[config.mk]
export PLATFORM = sky130hd
export DESIGN_NAME = ds_tx_encoder
export DESIGN_NICKNAME = d
export VERILOG_FILES = /design/src/rtl/ds_tx_encoder.sv
export SDC_FILE = /design/constraint.sdc
export NUM_CORES = 1
export LEC_CHECK = 0
export ABC_CLOCK_PERIOD_IN_PS = 3400
export CORE_UTILIZATION = 53
export DETAILED_ROUTE_END_ITERATION = 10
export PLACE_DENSITY = 0.79
export SLEW_MARGIN = 20
export SYNTH_ARGS = -nofsm -noshare
export SYNTH_HDL_FRONTEND = slang
export SYNTH_SLANG_ARGS = --single-unit
[constraint.sdc]
create_clock -name clk -period 3.4 [get_ports clk]
set_clock_uncertainty 0.2 [all_clocks]
set_input_delay 0.68 -clock clk [delete_from_list [all_inputs] [get_ports clk]]
set_output_delay 0.68 -clock clk [all_outputs]
set_load 0.03 [all_outputs]
[src/rtl/ds_tx_encoder.sv]
// IEEE1355 DS-link character transmitter: FCT/N-char/NULL selection, link parity, DS serialisation, credit.
// Optional DS_TX_PARITY_ERR_INJECT_EN adds inject_parity_err to corrupt the P bit of one chosen character.
module ds_tx_encoder #(
  parameter int G_CLK_DIV            = 2,
  parameter bit G_LINK_PARITY_IS_ODD = 1'b1
) (
  input  logic       clk,
  input  logic       rst,
  input  logic       enable,
  input  logic [8:0] tx_data,
  input  logic       tx_valid,
  output logic       tx_ready,
  input  logic       fct_req,
  output logic       fct_ack,
  input  logic       fct_rx,
  output logic [5:0] credit,
  output logic       credit_err,
`ifdef DS_TX_PARITY_ERR_INJECT_EN
  input  logic       inject_parity_err,
`endif
  output logic       d_out,
  output logic       s_out
);

  localparam int             DIV_W    = (G_CLK_DIV > 1) ? $clog2(G_CLK_DIV) : 1;
  localparam logic [DIV_W-1:0] DIV_LAST = DIV_W'(G_CLK_DIV - 1);
  localparam logic           ODD      = G_LINK_PARITY_IS_ODD;

  typedef enum logic [1:0] {S_IDLE, S_SELECT, S_SHIFT} state_t;

  state_t           state_q;
  logic [9:0]       sh_q;
  logic [3:0]       bits_q;
  logic [DIV_W-1:0] div_q;
  logic             d_q, s_q, par_acc_q, fct_pend_q, credit_err_q;
  logic [5:0]       credit_q;

  logic [9:0]       char_vec;
  logic [3:0]       char_last;
  logic             char_acc, inject, accept;
  logic [DIV_W-1:0] div_inc;

`ifdef DS_TX_PARITY_ERR_INJECT_EN
  assign inject = inject_parity_err;
`else
  assign inject = 1'b0;
`endif

  assign tx_ready   = (state_q == S_SELECT) && enable && !fct_pend_q && (credit_q != 6'd0);
  assign fct_ack    = (state_q == S_SELECT) && enable && fct_pend_q;
  assign accept     = tx_valid && tx_ready;
  assign credit     = credit_q;
  assign credit_err = credit_err_q;
  assign d_out      = d_q;
  assign s_out      = s_q;
  assign div_inc    = div_q + DIV_W'(1);

  // Character picked at SELECT, wire order from bit 0; a NULL is ESC+FCT loaded as one 8-bit unit.
  always_comb begin
    // NOTE: every combinational output gets a default first so no path can infer a latch.
    char_vec  = '0;
    char_last = 4'd3;
    char_acc  = 1'b0;
    if (fct_pend_q) begin
      char_vec[3:0] = {1'b0, 1'b0, 1'b1, 1'b1 ^ par_acc_q ^ ODD};
    end else if (tx_valid && (credit_q != 6'd0)) begin
      if (!tx_data[8]) begin
        char_vec  = {tx_data[7:0], 1'b0, par_acc_q ^ ODD};
        char_last = 4'd9;
        char_acc  = ^tx_data[7:0];
      end else begin
        char_vec[3:0] = {tx_data[0], ~tx_data[0], 1'b1, 1'b1 ^ par_acc_q ^ ODD};
        char_acc      = 1'b1;
      end
    end else begin
      char_vec[7:0] = {1'b0, 1'b0, 1'b1, 1'b1 ^ ODD, 1'b1, 1'b1, 1'b1, 1'b1 ^ par_acc_q ^ ODD};
      char_last     = 4'd7;
    end
    char_vec[0] = char_vec[0] ^ inject;
  end

  always_ff @(posedge clk) begin
    if (rst) begin
      state_q      <= S_IDLE;
      sh_q         <= '0;
      bits_q       <= '0;
      div_q        <= '0;
      d_q          <= 1'b0;
      s_q          <= 1'b0;
      par_acc_q    <= 1'b0;
      fct_pend_q   <= 1'b0;
      credit_q     <= '0;
      credit_err_q <= 1'b0;
    end else begin
      credit_err_q <= fct_rx && (credit_q > 6'd48);
      if (!enable)                              credit_q <= '0;
      else if (fct_rx && (credit_q <= 6'd48))  credit_q <= credit_q + (accept ? 6'd7 : 6'd8);
      else if (accept)                          credit_q <= credit_q - 6'd1;

      if (fct_ack)      fct_pend_q <= 1'b0;
      else if (fct_req) fct_pend_q <= 1'b1;

      if (!enable) par_acc_q <= 1'b0;

      case (state_q)
        S_IDLE: begin
          d_q <= 1'b0;
          s_q <= 1'b0;
          if (enable) state_q <= S_SELECT;
        end
        S_SELECT: begin
          if (!enable) begin
            state_q <= S_IDLE;
            d_q     <= 1'b0;
            s_q     <= 1'b0;
          end else begin
            d_q       <= char_vec[0];
            s_q       <= s_q ^ (char_vec[0] == d_q);
            sh_q      <= char_vec >> 1;
            bits_q    <= char_last;
            div_q     <= '0;
            par_acc_q <= char_acc;
            state_q   <= S_SHIFT;
          end
        end
        default: begin
          if (div_q == DIV_LAST) begin
            if (bits_q == 4'd0) begin
              // Only reached when enable fell during the character.
              state_q <= S_IDLE;
              d_q     <= 1'b0;
              s_q     <= 1'b0;
            end else begin
              d_q    <= sh_q[0];
              s_q    <= s_q ^ (sh_q[0] == d_q);
              sh_q   <= sh_q >> 1;
              bits_q <= bits_q - 4'd1;
              div_q  <= '0;
              if (enable && (bits_q == 4'd1) && (G_CLK_DIV == 1)) state_q <= S_SELECT;
            end
          end else begin
            div_q <= div_inc;
            // SELECT occupies the last clk of the final bit so characters run back to back.
            if (enable && (bits_q == 4'd0) && (div_inc == DIV_LAST)) state_q <= S_SELECT;
          end
        end
      endcase
    end
  end

endmodule
Word level (Yosys, flattened, before mapping)
Cells that the tools add are included.
{"block": "classes", "bitwise": 6, "mux": 44, "n_reduce_logical": 24, "eq_ne": 7, "add_sub_neg": 4, "magnitude_cmp": 2}
{"operator": "$mux W4", "count": 9}
{"operator": "$mux W10", "count": 3}
{"operator": "$mux W6", "count": 4}
{"operator": "$pmux W10 S2", "count": 1}
{"operator": "$mux W1", "count": 15}
{"operator": "$mux W2", "count": 6}
{"operator": "$logic_and A1 B1 Y1", "count": 10}
{"operator": "$mux W8", "count": 1}
{"operator": "$pmux W4 S2", "count": 1}
{"operator": "$reduce_xor A8 Y1", "count": 1}
{"operator": "$add A6 B4 Y6", "count": 1}
{"operator": "$gt A6 B6 Y1 const B", "count": 1}
{"operator": "$le A6 B6 Y1 const B", "count": 1}
{"operator": "$ne A2 B2 Y1 const B", "count": 3}
{"operator": "$pmux W1 S2", "count": 3}
{"operator": "$reduce_bool A6 Y1", "count": 1}
{"operator": "$sub A6 B1 Y6 const B", "count": 1}
{"operator": "$logic_not A4 Y1", "count": 1}
{"operator": "$ne A4 B1 Y1 const B", "count": 1}
{"operator": "$not A1 Y1", "count": 4}
{"operator": "$pmux W2 S2", "count": 1}
{"operator": "$reduce_and A4 Y1", "count": 1}
{"operator": "$reduce_bool A2 Y1", "count": 2}
{"operator": "$reduce_bool A4 Y1", "count": 1}
{"operator": "11 further kinds", "count": 14}
{"block": "totals", "out_inout_bits": 11, "reg_bits": 28, "word_cells": 97}

Depth between registers and ports, before layout
Gate-level depths: netlist of run 1.
{"block": "logic_depth", "word_depth": 8, "ltp_mapped": 10, "mapped_depth_nobuf": 10}

Least setup slack after synthesis of run 1
Ideal clock, no wire load.
{"block": "synth_timing", "kind": "reg-to-reg", "start": "reg credit_q[1], in the netlist credit[1]", "end": "reg credit_q[5], in the netlist credit[5]", "arrival_ps": 2775, "setup_slack_ps": 304, "setup_time_ps": 121, "path_stages_with_launch": 10, "n_path_buf": 0, "cell_sequence": "dfxtp_1 > or4_4 > a31oi_4 > nand2_1 > ha_1 > a211oi_1 > o21bai_1 > a21oi_1 > mux2i_1 > mux2_2"}
{"block": "synth_between", "elab_chain_len": 6}
{"element": "from (decl)", "line": "36", "text": "logic [5:0] credit_q;"}
{"element": "from (signal assigned)", "line": "97", "text": "else if (fct_rx && (credit_q <= 6'd48)) credit_q <= credit_q + (accept ? 6'd7 : 6'd8);"}
{"element": "from (signal assigned)", "line": "98", "text": "else if (accept) credit_q <= credit_q - 6'd1;"}
{"element": "$reduce_bool A6 Y1", "line": "49", "text": "assign tx_ready = (state_q == S_SELECT) && enable && !fct_pend_q && (credit_q != 6'd0);"}
{"element": "$logic_and A1 B1 Y1", "line": "49"}
{"element": "$logic_and A1 B1 Y1", "line": "51", "text": "assign accept = tx_valid && tx_ready;"}
{"element": "$mux W4", "line": "97"}
{"element": "$add A6 B4 Y6", "line": "97"}
{"element": "$mux W6", "line": "97"}
Parallel ways exist; a longest one is shown, timed or not. The select of a mux whose other input is x is not followed.
A chain may end at the register's enable or synchronous reset.

Worst setup path in the final report of run 1
{"block": "layout_timing", "start": "reg credit_q[1], in the netlist credit[1]", "end": "reg credit_q[4], in the netlist credit[4]"}
Same word-level chain as after synthesis.

==> impl_metrics.csv, run 1 <==
group,metric,value,unit
synth,synth.cell_area,1610,sq um
cells_and_area,syn_to_final_growth,21.5,%
critical_path,rr_endpoint,"credit[4]$_SDFFE_PP0P_",
global_route,grt-ovfl-total,0,
synth,synth.avg_cell_area,8.23,sq um
floorplanning,dieHeight,57.2,um
synth,seq_area_frac_synth,33.5,%
synth,ys.flop_type,"dfxtp_1",
outcome,violations,"DRC",
place,io_buffers,25,
floorplanning,coreArea,2830,sq um
clock_network,cts_tree,"yes",
cells_and_area,n_antenna_cell,0,
detailed_routing,m1WireLength,1.74,mm
cells_and_area,fill_cells,261,
outcome,status,"finished, violations left",
detailed_routing,drc_errors,3,
sta,final-hold-violation-count,0,
global_route,grt.total_usage,25.0,%
synth,synth_area_leaders,"dfxtp_1 (34%), nor2_1 (6.5%), xnor2_1 (5.4%), nand2_1 (5.1%), ha_1 (4.7%)",
synth,synth_edf_count,0,
clock_network,cts_buffers,3,
sta,slew_violations,0,
synth,synth_top_area_share,33.5,%
sta,fin_crit_sh,91.3,%
synth,yosysTopAreaCell,"dfxtp_1",
detailed_routing,dr_wl_met3,185,um
detailed_routing,drt_iter0_drc,83,
critical_path,path_max_fanout,6,
cells_and_area,most-common-layout-cells,"nor2_1 (28), dfxtp_1 (27), clkdlybuf4s50_1 (24), nand2_1 (22)",
sta,tightest_slew,826,ps
synth,yosys_warnings,0,
clock_network,hold_buffers,0,
cells_and_area,fin_util,69.3,%
clock_network,htree_levels,1,
place,place_congestion,0.841,
global_route,grt_pass1_vias,1443,
synth,syn-num-nets,218,
detailed_routing,highest_layer,"met4",
clock_network,cts.sinks,27,
sta,setup_viol,0,
detailed_routing,ant_nets,0,
power_and_ir_drop,ir_worst_vdd,0.206,mV
clock_network,ctsResizeCount,0,
floorplanning,design.die.area,3270,sq um
min_path,min_from,"sh_q[8]$_SDFFE_PP0P_",
detailed_routing,wl_met2,1.72,mm
detailed_routing,post_drt_wl_per_cell,14.4,um
synth,syn_inst,196,
min_path,min_path_type,"flip-flop to flip-flop",
synth,synth-seq-cells,27,
flow_run,cap_violations,0,
synth,async_reset_ff_share,0,%
critical_path,crit_required,3480,ps
critical_path,arrival,3190,ps
critical_path,rr_worst_depth,11,
sta,fmax,322,MHz
critical_path,startpoint_type,"flip-flop",
power_and_ir_drop,cellPowerDensity,354,nW/um^2
detailed_routing,first_pass_iters,7,
cells_and_area,final_layout_size_suffix_gt1_share,9.73,%
critical_path,cp-end-kind,"flip-flop",
clock_network,clk_pin_slew_worst_paths,160,ps
floorplanning,placementRows,19,
cells_and_area,final_nets,249,
detailed_routing,vias_per_cell,5.91,
detailed_routing,routed_wl,3.70,mm
floorplanning,initial_core_util,57.0,%
synth,synth_cell_types,44,
critical_path,path_class,"flip-flop to flip-flop",
clock_network,clockBufferDepth,2,
clock_network,clkLatencyLatePin,330,ps
sta,max_slew_margin,44.8,%
place,hpwl,2.85,mm
global_route,grt_pass1_wl,6.35,mm
clock_network,ctsRootBufferMaster,"clkbuf_4",
floorplanning,die_x,57.2,um
power_and_ir_drop,p_leak,0.748,nW
sta,fin_crit,3100,ps
floorplanning,ios,26,
sta,rsz0062_at_grt,"false",
detailed_routing,vias,1519,
critical_path,r2r_start,"credit[1]$_SDFFE_PP0P_",
sta,tns,0,ps
min_path,whs_path_depth,2,
clock_network,post-cts-setup-buffer-count,0,
min_path,hold_end,"sh_q[8]$_SDFFE_PP0P_",
critical_path,rrSetupSlack,300,ps
global_route,grt_start_max_net_pins,23,
cells_and_area,layout_commonest_cell,"nor2_1",
global_route,antenna_found_initial,0,
-- cells in the mapped netlist, types with 2 or more instances --
cell       n
a21oi_1   10
nor3b_1    2
nand2_1   22
nand3_1    7
mux2_2     2
dfxtp_1   27
o21ai_0    8
a21o_1     4
a31oi_1    4
xor2_1     4
nand2b_1   4
a211oi_1   5
clkbuf_1   5
a21boi_0   2
xnor2_1   10
nor3_1     6
inv_1      6
a22oi_1    5
ha_1       6
nor2_1    28
mux2i_1    6
-- power breakdown --
part / leakage (nW) / internal (mW) / switching [mW]
sequential: 0.220 / 0.332 / 0.0188
combinational: 0.514 / 0.0934 / 0.103
clock: 0.0139 / 0.0451 / 0.102
total: 0.748 / 0.470 / 0.224
-- logic make-up after synthesis --
logic type	Yosys count	synth area share, %
and+or+nand+nor	80	24.1
AOI/OAI and AO/OA	47	20.0
DFF	27	33.5
xor gates and xnor gates	14	7.60
buffers and inverters	12	2.79
muxes	9	6.05
adders and majority gates	7	5.90
-- final cells by class --
| type | instances | area, sq um | share of cell area (%) |
|---|---|---|---|
| clock buffers | 3 | 22.5 | 1.15 |
| clock inverters | 1 | 7.51 | 0.383 |
| repair buffers | 32 | 300 | 15.3 |
| well taps | 31 | 38.8 | 1.98 |
| flip-flops and latches | 27 | 541 | 27.6 |
| multi-input cells | 157 | 1030 | 52.4 |
| inverters | 6 | 22.5 | 1.15 |
-- state kept, by name (all words and copies together), names as in the netlist --
name and count:
sh_q 9, div_q 1, par_acc_q 1, credit 6, fct_pend_q 1, s_out 1, state_q 2, credit_err 1
bits_q 4, d_out 1
-- per-layer routing --
layer  vias to the layer above  GRT usage [%]
met5                         -              0
li1                        757              -
met4                         0           10.8
met2                        45           41.3
met1                       710           33.0
met3                         7           2.72
-- worst max path at each step --
stage	endpoint	start	cells past startpoint	slack (ps)
floorplan	credit[5]$_SDFFE_PP0P_	credit[1]$_SDFFE_PP0P_	9	300
global placement	credit[5]$_SDFFE_PP0P_	enable	10	90
detailed placement	credit[5]$_SDFFE_PP0P_	enable	10	7
CTS	credit[4]$_SDFFE_PP0P_	credit[1]$_SDFFE_PP0P_	11	310
global route	credit[4]$_SDFFE_PP0P_	credit[1]$_SDFFE_PP0P_	11	130
finish	credit[4]$_SDFFE_PP0P_	credit[1]$_SDFFE_PP0P_	11	300
-- stage by stage --
step	hold slack [ps]	instance area [sq um]	setup WS, ps	power, mW	instances
final	276	1960	297	0.694	257
after global routing	295	1960	130	0.737	257
after CTS	273	1960	305	0.697	257
after detailed placement	252	1930	7.31	0.552	253
after global placement	244	1930	93.3	0.545	253
after floorplan	232	1610	304	0.488	196
-- worst max-delay path, cell delays in order, from the launching register on --
cell and delay [ps]:
dfxtp_1 420, or4_4 580, a31oi_4 210, nand2_1 130, buf_4 160, ha_1 210, fa_1 420, a21o_1 210
a21oi_1 210, xnor2_1 140, mux2i_1 80, nor2_1 90
No activity file was read; power rests on OpenSTA's default activity.
==> run 2: changes to the inputs <==
Settings changed: CORE_MARGIN set to 4.
==> impl_metrics.csv, run 2 (synthesis results as in run 1) <==
group,metric,value,unit
outcome,status,"finished, final reports clean",
place,dp_slack,-35.9,ps
clock_network,ctsRootBufferMaster,"clkbuf_4",
min_path,min_path_type,"flip-flop to flip-flop",
critical_path,startpoint_type,"flip-flop",
clock_network,htree_levels,1,
cells_and_area,syn_to_final_growth,21.3,%
critical_path,path_class,"flip-flop to flip-flop",
critical_path,arrival,3160,ps
cells_and_area,largest_register_ffs,9,
critical_path,crit_required,3450,ps
cells_and_area,regMostFlops,"sh_q",
clock_network,clk_pin_slew_worst_paths,150,ps
floorplanning,die_x,63.2,um
detailed_routing,first_pass_iters,4,
detailed_routing,vias_per_cell,5.75,
critical_path,r2r_start,"credit[1]$_SDFFE_PP0P_",
floorplanning,design.die.area,3990,sq um
detailed_routing,vias,1478,
sta,setup_viol,0,
cells_and_area,final_nets,249,
global_route,grt_pass1_vias,1363,
place,hpwl,2.84,mm
power_and_ir_drop,p_leak,0.752,nW
critical_path,rr_endpoint,"credit[5]$_SDFFE_PP0P_",
min_path,min_from,"sh_q[8]$_SDFFE_PP0P_",
detailed_routing,drt_iter0_drc,80,
cells_and_area,finalNonFillerCells,257,
clock_network,cts_buffers,3,
detailed_routing,post_drt_wl_per_cell,14.1,um
clock_network,clockBufferDepth,2,
critical_path,rr_worst_depth,10,
clock_network,post-cts-setup-buffer-count,0,
cells_and_area,final_layout_size_suffix_gt1_share,9.73,%
clock_network,cts.sinks,27,
power_and_ir_drop,ir_worst_vdd,0.213,mV
cells_and_area,n_antenna_cell,0,
floorplanning,placementRows,19,
sta,fmax,321,MHz
global_route,grt-ovfl-total,0,
flow_run,cap_violations,0,
clock_network,cts_tree,"yes",
critical_path,critPathSlowestCell,"or4_4",
sta,slew_violations,0,
sta,final-hold-violation-count,0,
sta,rsz0062_at_grt,"false",
global_route,grt_pass1_wl,6.13,mm
sta,holdWs,270,ps
floorplanning,ios,26,
sta,max_slew_margin,44.9,%
sta,fin_crit,3120,ps
place,place_congestion,0.925,
critical_path,path_cells,"or4_4 -> a31oi_4 -> nand2_1 -> buf_4 -> ha_1 -> a211oi_1 -> o21bai_1 -> a21oi_1 -> mux2i_1 -> mux2_2",
global_route,grt.total_usage,18.8,%
clock_network,hold_buffers,0,
floorplanning,coreArea,2830,sq um
clock_network,ctsResizeCount,0,
place,placed_cells,253,
min_path,hold_end,"sh_q[8]$_SDFFE_PP0P_",
critical_path,cp-end-kind,"flip-flop",
sta,tightest_slew,825,ps
detailed_routing,drc_errors,0,
cells_and_area,most-common-layout-cells,"nor2_1 (28), dfxtp_1 (27), clkdlybuf4s50_1 (24), nand2_1 (22)",
floorplanning,initial_core_util,57.0,%
cells_and_area,layout_commonest_cell,"nor2_1",
power_and_ir_drop,cellPowerDensity,352,nW/um^2
sta,setup_ws,285,ps
sta,fin_crit_sh,91.6,%
place,dpl-instance-area,1930,sq um
cells_and_area,finalInstanceArea,1960,sq um
clock_network,clkLatencyLatePin,330,ps
place,io_buffers,25,
detailed_routing,ant_nets,0,
min_path,whs_path_depth,2,
critical_path,rrSetupSlack,280,ps
detailed_routing,routed_wl,3.62,mm
critical_path,path_max_fanout,6,
global_route,antenna_found_initial,0,
critical_path,max_stage_delay,570,ps
floorplanning,dieHeight,63.2,um
global_route,grt_start_max_net_pins,23,
-- run 2: worst max path at each step --
| stage | start | to | depth (start not counted) |
|---|---|---|---|
| floorplan | credit[1]$_SDFFE_PP0P_ | credit[5]$_SDFFE_PP0P_ | 9 |
| finish | credit[1]$_SDFFE_PP0P_ | credit[5]$_SDFFE_PP0P_ | 10 |
| detailed placement | enable | credit[5]$_SDFFE_PP0P_ | 10 |
| global placement | enable | credit[5]$_SDFFE_PP0P_ | 10 |
| global route | credit[1]$_SDFFE_PP0P_ | credit[5]$_SDFFE_PP0P_ | 10 |
| CTS | credit[1]$_SDFFE_PP0P_ | credit[5]$_SDFFE_PP0P_ | 10 |
-- run 2: critical path, delay by kind of cell, from the launching register on --
kind | cells | cell delay, ps
AO/OA/AOI/OAI | 4 | 740
multiplexers | 2 | 580
AND/OR/NAND/NOR | 2 | 700
adder cells (fa/ha/maj) | 1 | 210
flip-flops | 1 | 430
buffers and inverters | 1 | 170
-- run 2: where the power goes --
part | internal (mW) | switching (mW)
combinational | 0.0932 | 0.102
sequential | 0.331 | 0.0188
clock | 0.0443 | 0.0993
-- run 2: per-stage QoR --
step	TNS [ps]	total power, mW	util, %
after global routing	0	0.728	69.2
after CTS	0	0.691	69.2
after global placement	0	0.546	68.2
after detailed placement	-35.9	0.551	68.2
after floorplan	0	0.488	-
final	0	0.690	69.2
-- run 2: metal layers --
layer / track usage, % / up-vias / part of all wire [%]
li1: - / 752 / -
met1: 24.5 / 681 / 47
met2: 30.3 / 37 / 45
met3: 4.62 / 8 / 5.7
met4: 6.34 / 0 / 1.6
met5: 0 / - / 0
-- run 2: layout make-up --
type	count	area [sq um]
Multi-Input combinational cell	157	1030
Fill cell	242	872
Clock inverter	1	5.00
Clock buffer	3	22.5
Inverter	6	22.5
Tap cell	31	38.8
Timing Repair Buffer	32	300
Sequential cell	27	541
